--- src/rtl/ldt_rx_deser_align.sv ---
// ---------------------------------------------------------------------------
// ldt_rx_deser_align
//
// Serial-to-parallel deserializer with frame alignment for the LDT receive
// path. The single-ended data bit from the differential input buffer is
// shifted in MSB first on every CE-qualified clock. The block hunts for
// SYNC_PATTERN with a sliding compare. It then verifies the pattern on word
// boundaries until LOCK_CNT consecutive aligned hits have been seen. After
// that it emits WIDTH-bit words with a one-cycle valid strobe.
//
// Ports
//   C       in   1      clock, all state changes on the rising edge
//   R       in   1      synchronous active-high reset
//   CE      in   1      bit enable; D is sampled only when CE=1
//   D       in   1      serial data bit
//   RESYNC  in   1      synchronous request to drop lock and re-hunt
//   Q       out  WIDTH  last completed aligned word, MSB = first bit received
//   QV      out  1      one-cycle strobe, Q updated this cycle
//   QS      out  1      qualifies QV, Q equals SYNC_PATTERN
//   LOCKED  out  1      high while aligned
// ---------------------------------------------------------------------------
module ldt_rx_deser_align #(
    parameter int               WIDTH        = 8,
    parameter logic [WIDTH-1:0] SYNC_PATTERN = WIDTH'(8'hA5),
    parameter int               LOCK_CNT     = 4
) (
    input  logic             C,
    input  logic             R,
    input  logic             CE,
    input  logic             D,
    input  logic             RESYNC,
    output logic [WIDTH-1:0] Q,
    output logic             QV,
    output logic             QS,
    output logic             LOCKED
);

    localparam int             CW       = $clog2(WIDTH);
    localparam logic [CW-1:0]  LAST_BIT = CW'(WIDTH - 1);
    localparam logic [3:0]     LOCK_N   = 4'(LOCK_CNT);

    typedef enum logic [1:0] {
        HUNT    = 2'd0,
        VERIFY  = 2'd1,
        ALIGNED = 2'd2
    } state_t;

    state_t           state_q, state_d;
    logic [WIDTH-1:0] sr_q, sr_d;
    logic [CW-1:0]    bit_cnt_q, bit_cnt_d;
    logic [3:0]       match_cnt_q, match_cnt_d;
    logic [WIDTH-1:0] q_q, q_d;
    logic             qv_q, qv_d;
    logic             qs_q, qs_d;
    logic             locked_q, locked_d;

    // Shift register contents as they will be after this bit is taken.
    // All pattern compares use this value so that a hit is seen on the same
    // edge that samples the final bit.
    logic [WIDTH-1:0] nxt;
    logic             word_end;
    logic             is_sync;
    logic [3:0]       match_inc;

    always_comb begin
        nxt       = {sr_q[WIDTH-2:0], D};
        word_end  = (bit_cnt_q == LAST_BIT);
        is_sync   = (nxt == SYNC_PATTERN);
        match_inc = match_cnt_q + 4'd1;

        state_d     = state_q;
        sr_d        = sr_q;
        bit_cnt_d   = bit_cnt_q;
        match_cnt_d = match_cnt_q;
        q_d         = q_q;
        qv_d        = 1'b0;
        qs_d        = qs_q;
        locked_d    = locked_q;

        if (RESYNC) begin
            // The partial word is dropped. Q and the shift register are kept.
            state_d     = HUNT;
            bit_cnt_d   = '0;
            match_cnt_d = '0;
            locked_d    = 1'b0;
            qs_d        = 1'b0;
        end else if (CE) begin
            sr_d = nxt;
            case (state_q)
                HUNT: begin
                    if (is_sync) begin
                        state_d     = VERIFY;
                        bit_cnt_d   = '0;
                        match_cnt_d = 4'd1;
                    end
                end
                VERIFY: begin
                    if (word_end) begin
                        bit_cnt_d = '0;
                        if (is_sync) begin
                            match_cnt_d = match_inc;
                            if (match_inc == LOCK_N) begin
                                state_d  = ALIGNED;
                                locked_d = 1'b1;
                            end
                        end else begin
                            // The failed word is not rescanned. The sliding
                            // search resumes with the next bit.
                            state_d     = HUNT;
                            match_cnt_d = '0;
                        end
                    end else begin
                        bit_cnt_d = bit_cnt_q + 1'b1;
                    end
                end
                ALIGNED: begin
                    if (word_end) begin
                        bit_cnt_d = '0;
                        q_d       = nxt;
                        qv_d      = 1'b1;
                        qs_d      = is_sync;
                    end else begin
                        bit_cnt_d = bit_cnt_q + 1'b1;
                    end
                end
                default: begin
                    state_d     = HUNT;
                    bit_cnt_d   = '0;
                    match_cnt_d = '0;
                    locked_d    = 1'b0;
                end
            endcase
        end
    end

    always_ff @(posedge C) begin
        if (R) begin
            state_q     <= HUNT;
            sr_q        <= '0;
            bit_cnt_q   <= '0;
            match_cnt_q <= '0;
            q_q         <= '0;
            qv_q        <= 1'b0;
            qs_q        <= 1'b0;
            locked_q    <= 1'b0;
        end else begin
            state_q     <= state_d;
            sr_q        <= sr_d;
            bit_cnt_q   <= bit_cnt_d;
            match_cnt_q <= match_cnt_d;
            q_q         <= q_d;
            qv_q        <= qv_d;
            qs_q        <= qs_d;
            locked_q    <= locked_d;
        end
    end

    assign Q      = q_q;
    assign QV     = qv_q;
    assign QS     = qs_q;
    assign LOCKED = locked_q;

endmodule

--- config.mk ---
export PLATFORM = sky130hd
export DESIGN_NAME = ldt_rx_deser_align
export DESIGN_NICKNAME = d
export VERILOG_FILES = /design/src/rtl/ldt_rx_deser_align.sv
export SDC_FILE = /design/constraint.sdc
export NUM_CORES = 1
export LEC_CHECK = 0
export CAP_MARGIN = 10
export CORE_MARGIN = 1
export CORE_UTILIZATION = 50
export CTS_CLUSTER_SIZE = 14
export DETAILED_ROUTE_END_ITERATION = 8
export PLACE_DENSITY = 0.73
export SYNTH_ARGS = -nofsm -noshare
export SYNTH_HDL_FRONTEND = slang
export SYNTH_SLANG_ARGS = --single-unit
--- constraint.sdc ---
create_clock -name C -period 2.44 [get_ports C]
set_input_delay 0.488 -clock C [delete_from_list [all_inputs] [get_ports C]]
set_output_delay 0.488 -clock C [all_outputs]
set_load 0.02 [all_outputs]
==> insert_results.sql, run 1 <==
INSERT INTO impl_metrics (metric_group, metric, value, unit) VALUES
('status', 'result_of_the_run', 'complete, no violations', ''),
('pwr', 'maximum_ir_drop_on_the_vdd_rail', '0.266', 'mV'),
('yosys', 'yosysMostFrequentCell', 'nand2_1', ''),
('timing', 'worstMarginPinSlew', '0.323', 'ns'),
('placement', 'dp_slack', '0.166', 'ns'),
('routing', 'dr_drc_count', '0', ''),
('yosys', 'synth-warning-count', '0', ''),
('cts', 'cts_buffers', '3', ''),
('yosys', 'yosys_register_bits', '27', ''),
('yosys', 'synthDominantCellAreaShare', '43.9', '%'),
('yosys', 'synth.avg_cell_area', '8.26', 'um2'),
('yosys', 'yosys.area.top_type', 'dfxtp_1', ''),
('worst_hold_path', 'hold_depth', '2', ''),
('routing', 'wl', '2.45', 'mm'),
('critical_path', 'worst_ep_arrival_time', '2.22', 'ns'),
('timing', 'achievable-frequency', '515', 'MHz'),
('timing', 'setup-tns-final', '0', 'ns'),
('critical_path', 'timing.critical_path.fanout_max', '4', ''),
('timing', 'finalHoldViolations', '0', ''),
('cts', 'cts_tree', 'done', ''),
('yosys', 'netlist_area_before_placement', '1230', 'um2'),
('timing', 'grt_setup_unrepaired', 'false', ''),
('yosys', 'post_synth_main_area_contributors', 'dfxtp_1 44%, nand2_1 11%, a21oi_1 9.8%', ''),
('global_route', 'globalRouteTotalUtil', '20.5', '%'),
('yosys', 'postSynthNetCount', '161', ''),
('yosys', 'synthArstFlopShare', '0', '%'),
('global_route', 'number_of_global_route_vias_before_repair', '898', ''),
('global_route', 'grt-ovfl-total', '0', ''),
('pwr', 'power_density', '468', 'nW/um2'),
('placement', 'instance_area_after_placement', '1420', 'um2'),
('global_route', 'antenna_found_initial', '0', ''),
('finish', 'finalCoreUtilization', '63.6', '%'),
('timing', 'finalClockSkew', '0.00372', 'ns'),
('die', 'initial_utilization', '54.1', '%'),
('global_route', 'grt_first_pass_wirelength', '4.08', 'mm'),
('worst_hold_path', 'min-delay-path-class', 'reg2reg', ''),
('cts', 'cts_buffer_depth', '2', ''),
('cts', 'htreeDepth', '1', ''),
('die', 'die_x', '51.6', 'um'),
('yosys', 'postSynthCellCount', '149', ''),
('timing', 'timing.slew.headroom', '78.4', '%'),
('cts', 'clk_transition_reported_paths', '0.16', 'ns'),
('cts', 'clock_latency', '0.33', 'ns'),
('placement', 'io_buffer_count', '15', ''),
('routing', 'drtPass1Iterations', '4', ''),
('pwr', 'static-leakage-power', '0.535', 'nW'),
('die', 'boundaryPins', '16', ''),
('routing', 'drt.antenna.violating_nets', '0', ''),
('cts', 'cts_hold_buffers', '0', ''),
('finish', 'area_overhead_vs_synth', '17.6', '%'),
('timing', 'fin_crit_sh', '79.6', '%'),
('yosys', 'edff_count_synth', '0', ''),
('yosys', 'ys_dominant_reg_cell', 'dfxtp_1', ''),
('cts', 'cts-root-buf', 'clkbuf_4', ''),
('critical_path', 'crit_type', 'in2reg', ''),
('global_route', 'pin_count_of_the_biggest_net_entering_global_routing', '18', ''),
('critical_path', 'timing.critical_path.to_type', 'register', ''),
('cts', 'cts_setup_buffers', '0', ''),
('finish', 'layout.cell_area.non_filler', '1450', 'um2'),
('timing', 'drv_slew', '0', ''),
('finish', 'insertedDiodeCount', '0', ''),
('finish', 'design.final.nets', '178', ''),
('yosys', 'yosys.cell_types.count', '33', ''),
('timing', 'timing.final.setup_violations', '0', ''),
('cts', 'ctsResizeCount', '0', ''),
('yosys', 'seq_area_frac_synth', '43.9', '%'),
('yosys', 'top_post_synthesis_cells_by_count', '35 x nand2_1, 27 x dfxtp_1, 24 x a21oi_1', ''),
('placement', 'place_congestion', '0.864', ''),
('placement', 'dp.final_hpwl', '1.80', 'mm'),
('run', 'drv_cap', '0', ''),
('die', 'rows', '17', ''),
('critical_path', 'r2r_depth', '7', ''),
('critical_path', 'setup.reg_to_reg.worst_slack', '0.52', 'ns'),
('die', 'floorplan.die.height', '51.6', 'um'),
('routing', 'via_count', '1057', ''),
('finish', 'final_layout_size_suffix_gt1_share', '7.27', '%'),
('timing', 'fin_crit', '1.94', 'ns'),
('routing', 'detail_route.iter0.violations', '27', ''),
('routing', 'wire_per_inst', '12.7', 'um'),
('timing', 'fin_ws', '0.498', 'ns'),
('die', 'floorplan.die_area', '2660', 'um2'),
('critical_path', 'worstSetupStartpointType', 'primary input', ''),
('routing', 'routed_via_density', '5.48', ''),
('critical_path', 'cp_data_required_time', '2.72', 'ns'),
('cts', 'cts.sink_count', '27', ''),
('die', 'core-area', '2280', 'um2'),
('pwr', 'total_power', '678', 'uW');
[per-stage QoR]
stage,hold slack [ns],std cells
6_report,0.467,193
5_1_grt,0.481,193
4_1_cts,0.469,193
3_5_place_dp,0.449,189
3_3_place_gp,0.442,189
2_1_floorplan,0.436,149
[critical path, stage by stage]
cell	delay (ns)
clkdlybuf4s50_1	0.51
nand4b_1	0.13
nor2b_1	0.31
o21ai_1	0.14
or4_1	0.48
a21oi_1	0.16
[kinds of logic after synthesis]
group                      share of synthesized area, %
AOI/OAI and AO/OA                                  20.0
adders and majority gates                          7.11
buffers and inverters                              4.17
DFF                                                43.9
muxes                                             0.813
and+or+nand+nor                                    24.0
[state kept, by name (all words and copies together), names as in the netlist]
name	flops
LOCKED	1
bit_cnt_q	3
state_q	2
QS	1
sr_q	7
QV	1
Q	8
match_cnt_q	4
[power by group]
part           leakage (nW)  total [mW]  internal (mW)  switching [mW]
registers             0.217       0.444          0.442         0.00135
logic                 0.303      0.0295         0.0125          0.0170
clock network        0.0139       0.205         0.0627           0.142
[routing by layer]
layer	track usage (%)	vias up	part of all wire [%]
met5	0	-	0
met4	8.11	0	1.2
met3	2.63	4	2.9
met2	29.2	21	41
met1	30.8	483	55
li1	-	549	-
[final timing paths]
path              start             end
max                   D  match_cnt_q[3]
min                Q[2]            Q[2]
max reg2reg  state_q[1]  match_cnt_q[3]
min reg2reg        Q[2]            Q[2]
[cell type report]
| type | instances | area [um2] |
|---|---|---|
| multi-input combinational | 109 | 639 |
| timing repair buffer | 19 | 180 |
| inverter | 6 | 22.5 |
| clock inverter | 1 | 7.51 |
| fill | 198 | 828 |
| clock buffer | 3 | 22.5 |
| tap | 28 | 35.0 |
| sequential | 27 | 541 |
[cell usage in the layout, fill, tap and decap left out]
cell type | netlist | layout
o21ai_2 | 1 | 1
a211oi_1 | 1 | 1
o21ai_0 | 4 | 4
buf_4 | 0 | 4
nand4b_1 | 1 | 1
or2_2 | 1 | 1
clkdlybuf4s50_1 | 0 | 15
o21ai_1 | 1 | 1
or4_1 | 1 | 1
a32o_1 | 1 | 1
nor4b_2 | 1 | 1
nor2_1 | 6 | 6
mux2i_1 | 1 | 1
o211a_1 | 3 | 3
nand3_1 | 3 | 3
inv_1 | 6 | 6
dfxtp_1 | 27 | 27
nor3_1 | 2 | 2
clkbuf_4 | 0 | 3
nand2_1 | 35 | 35
nand2b_1 | 3 | 3
nand4_1 | 1 | 1
a21oi_1 | 24 | 24
and3_1 | 1 | 1
or4b_1 | 2 | 2
ha_1 | 7 | 7
o221a_2 | 1 | 1
o21a_1 | 2 | 2
or3b_1 | 1 | 1
o2111ai_1 | 1 | 1
clkinvlp_4 | 0 | 1
a41o_1 | 1 | 1
nor2b_1 | 2 | 2
and2_1 | 1 | 1
(Power assumes the default switching activity.)
==> run 2: changes to the inputs <==
--- a/config.mk
+++ b/config.mk
@@ -7,10 +7,10 @@
 export LEC_CHECK = 0
 export CAP_MARGIN = 10
 export CORE_MARGIN = 1
-export CORE_UTILIZATION = 50
+export CORE_UTILIZATION = 48
 export CTS_CLUSTER_SIZE = 14
 export DETAILED_ROUTE_END_ITERATION = 8
-export PLACE_DENSITY = 0.73
+export PLACE_DENSITY = 0.74
 export SYNTH_ARGS = -nofsm -noshare
 export SYNTH_HDL_FRONTEND = slang
 export SYNTH_SLANG_ARGS = --single-unit
==> constraint.sdc (replaced) <==
create_clock -name C -period 1.7 [get_ports C]
set_input_delay 0.34 -clock C [delete_from_list [all_inputs] [get_ports C]]
set_output_delay 0.34 -clock C [all_outputs]
set_load 0.02 [all_outputs]
==> run 2 against run 1 <==
Wire length rose by 15%; sequential share of layout area fell by 3.0 points; sequential power rose by 43%; global-route usage rose by 2.1 points; cell count rose by 7.8%; critical endpoint unchanged; highest routed layer unchanged.
==> insert_results.sql, run 2 (synthesis gave the netlist of run 1 again) <==
INSERT INTO impl_metrics (metric_group, metric, value, unit) VALUES
('die', 'die_x', '52.6', 'um'),
('cts', 'htreeDepth', '1', ''),
('pwr', 'static-leakage-power', '0.626', 'nW'),
('critical_path', 'crit-reg2reg-capture', 'match_cnt_q[3]', ''),
('timing', 'fin_crit_sh', '99.0', '%'),
('global_route', 'globalRouteTotalUtil', '22.6', '%'),
('routing', 'drtPass1Iterations', '4', ''),
('cts', 'cts_buffers', '3', ''),
('die', 'boundaryPins', '16', ''),
('finish', 'area_overhead_vs_synth', '30.5', '%'),
('pwr', 'total_power', '988', 'uW'),
('critical_path', 'cp_cell_sequence', 'nor4b_4, or3b_4, or4_4, a21oi_2', ''),
('critical_path', 'worstReg2RegStart', 'sr_q[0]', ''),
('global_route', 'global_route.peak_usage_layer', 'met2', ''),
('routing', 'drt.antenna.violating_nets', '0', ''),
('finish', 'largest_register_ff_count', '8', ''),
('run', 'drv_cap', '0', ''),
('critical_path', 'r2r_depth', '4', ''),
('finish', 'final_layout_size_suffix_gt1_share', '22.8', '%'),
('finish', 'mostFrequentLayoutCells', '35 x nand2_1, 22 x a21oi_1, 20 x dfxtp_1', ''),
('timing', 'finalClockSkew', '0.00495', 'ns'),
('timing', 'timing.final.setup_violations', '0', ''),
('timing', 'worstMarginPinSlew', '0.351', 'ns'),
('critical_path', 'worst_path_max_delay_cell', 'or3b_4', ''),
('pwr', 'maximum_ir_drop_on_the_vdd_rail', '0.539', 'mV'),
('placement', 'dp.final_hpwl', '2.09', 'mm'),
('die', 'core-area', '2320', 'um2'),
('finish', 'insertedDiodeCount', '0', ''),
('timing', 'grt_setup_unrepaired', 'true', ''),
('timing', 'drv_slew', '0', ''),
('placement', 'io_buffer_count', '15', ''),
('critical_path', 'worstSetupStartpointType', 'register', ''),
('global_route', 'grt_use_met1', '31.7', '%'),
('global_route', 'groute.layer.met2.usage', '33.3', '%'),
('routing', 'dr_drc_count', '0', ''),
('cts', 'cts.sink_count', '27', ''),
('placement', 'placedCellCount', '205', ''),
('routing', 'via_count', '1140', ''),
('cts', 'cts_buffer_depth', '2', ''),
('critical_path', 'worst_ep_arrival_time', '1.97', 'ns'),
('die', 'rows', '17', ''),
('routing', 'wl', '2.81', 'mm'),
('finish', 'leading_cell_type_in_the_layout_fill_and_taps_excluded', 'nand2_1', ''),
('cts', 'cts_setup_buffers', '0', ''),
('placement', 'place_congestion', '0.823', ''),
('critical_path', 'slowest_delay', '0.42', 'ns'),
('global_route', 'use_met3', '3.77', '%'),
('cts', 'cts_hold_buffers', '0', ''),
('worst_hold_path', 'holdCritStartpoint', 'D', ''),
('critical_path', 'setup.reg_to_reg.worst_slack', '0.02', 'ns'),
('timing', 'achievable-frequency', '594', 'MHz'),
('finish', 'finalNonFillerCells', '208', ''),
('timing', 'setup-tns-final', '0', 'ns'),
('worst_hold_path', 'hold_path_end', 'Q[0]', ''),
('timing', 'fin_crit', '1.68', 'ns'),
('die', 'floorplan.die_area', '2770', 'um2'),
('critical_path', 'timing.critical_path.fanout_max', '3', ''),
('timing', 'timing.slew.headroom', '76.6', '%'),
('pwr', 'power_density', '615', 'nW/um2'),
('global_route', 'grt_first_pass_wirelength', '4.51', 'mm'),
('cts', 'cts-root-buf', 'clkbuf_4', ''),
('status', 'result_of_the_run', 'complete, no violations', ''),
('routing', 'wire_per_inst', '13.5', 'um'),
('cts', 'clk_transition_reported_paths', '0.16', 'ns'),
('global_route', 'pin_count_of_the_biggest_net_entering_global_routing', '18', ''),
('worst_hold_path', 'min-delay-path-class', 'in2reg', ''),
('critical_path', 'timing.critical_path.to_type', 'register', ''),
('routing', 'detail_route.iter0.violations', '34', ''),
('global_route', 'grt-ovfl-total', '0', ''),
('critical_path', 'crit_type', 'reg2reg', ''),
('finish', 'fillCellCount', '204', ''),
('die', 'initial_utilization', '53.1', '%'),
('critical_path', 'worst-path-buf-inv', '0', ''),
('cts', 'clock_latency', '0.34', 'ns'),
('critical_path', 'cp_data_required_time', '1.99', 'ns'),
('timing', 'finalHoldViolations', '0', ''),
('global_route', 'antenna_found_initial', '0', ''),
('die', 'floorplan.die.height', '52.6', 'um'),
('finish', 'design.final.nets', '193', ''),
('critical_path', 'critical_path.top_delay_family', 'simple AND/OR/NAND/NOR gates', ''),
('routing', 'routed_via_density', '5.48', ''),
('global_route', 'number_of_global_route_vias_before_repair', '1020', ''),
('worst_hold_path', 'hold_depth', '3', ''),
('cts', 'cts_tree', 'done', '');
## run 2: cell type report
cell class / instances / area, um2 / area share (%)
clock buffer: 3 / 22.5 / 1.40
timing repair buffer: 34 / 295 / 18.4
sequential: 27 / 552 / 34.3
inverter: 6 / 22.5 / 1.40
multi-input combinational: 109 / 672 / 41.8
clock inverter: 1 / 7.51 / 0.467
tap: 28 / 35.0 / 2.18
## run 2: worst max-delay path by stage
stage	from	to	slack (ns)	cells past startpoint
3_5_place_dp	D	bit_cnt_q[1]	-0.33	7
2_1_floorplan	state_q[1]	match_cnt_q[3]	0.01	7
6_report	sr_q[0]	match_cnt_q[3]	0.02	4
3_3_place_gp	D	match_cnt_q[3]	-0.28	5
4_1_cts	sr_q[3]	bit_cnt_q[1]	-0.02	6
5_1_grt	bit_cnt_q[1]	match_cnt_q[3]	-0.05	6
## run 2: worst register-to-register path, delay by kind of cell, from the launching register on
family           cells  cell delay [ns]
flip-flops           1             0.37
AND/OR/NAND/NOR      3             1.12
AO/OA/AOI/OAI        1             0.14
## run 2: metrics by stage
step	hold WS [ns]	area (um2)	util, %	worst slack [ns]
finish	0.317	1610	69.3	0.0173
global route	0.318	1610	69.3	-0.0458
CTS	0.468	1570	67.8	-0.0157
detailed placement	0.448	1540	66.3	-0.327
global placement	0.441	1540	66.3	-0.279
floorplan	0.436	1230	-	0.0141
## run 2: per-layer routing
layer	wire [um]	vias up
li1	-	582
met1	1440	527
met2	1190	26
met3	120	5
met4	53	0
met5	0	-
## run 2: where the power goes
part | total, mW | internal (mW) | leakage (nW) | switching (mW)
sequential | 0.635 | 0.633 | 0.221 | 0.00176
clock | 0.301 | 0.0903 | 0.0139 | 0.211
combinational | 0.0520 | 0.0243 | 0.391 | 0.0278
## run 2: repair_timing
action	in CTS	in global routing
gates resized for setup	3	17
pin swaps	1	4
setup endpoints to repair	3	5
==> run 3: changes to the inputs <==
--- a/config.mk
+++ b/config.mk
@@ -6,7 +6,6 @@
 export NUM_CORES = 1
 export LEC_CHECK = 0
 export CAP_MARGIN = 10
-export CORE_MARGIN = 1
 export CORE_UTILIZATION = 48
 export CTS_CLUSTER_SIZE = 14
 export DETAILED_ROUTE_END_ITERATION = 8
==> results of run 3 <==
The final DEF is identical to that of run 2; final timing and power are the same.
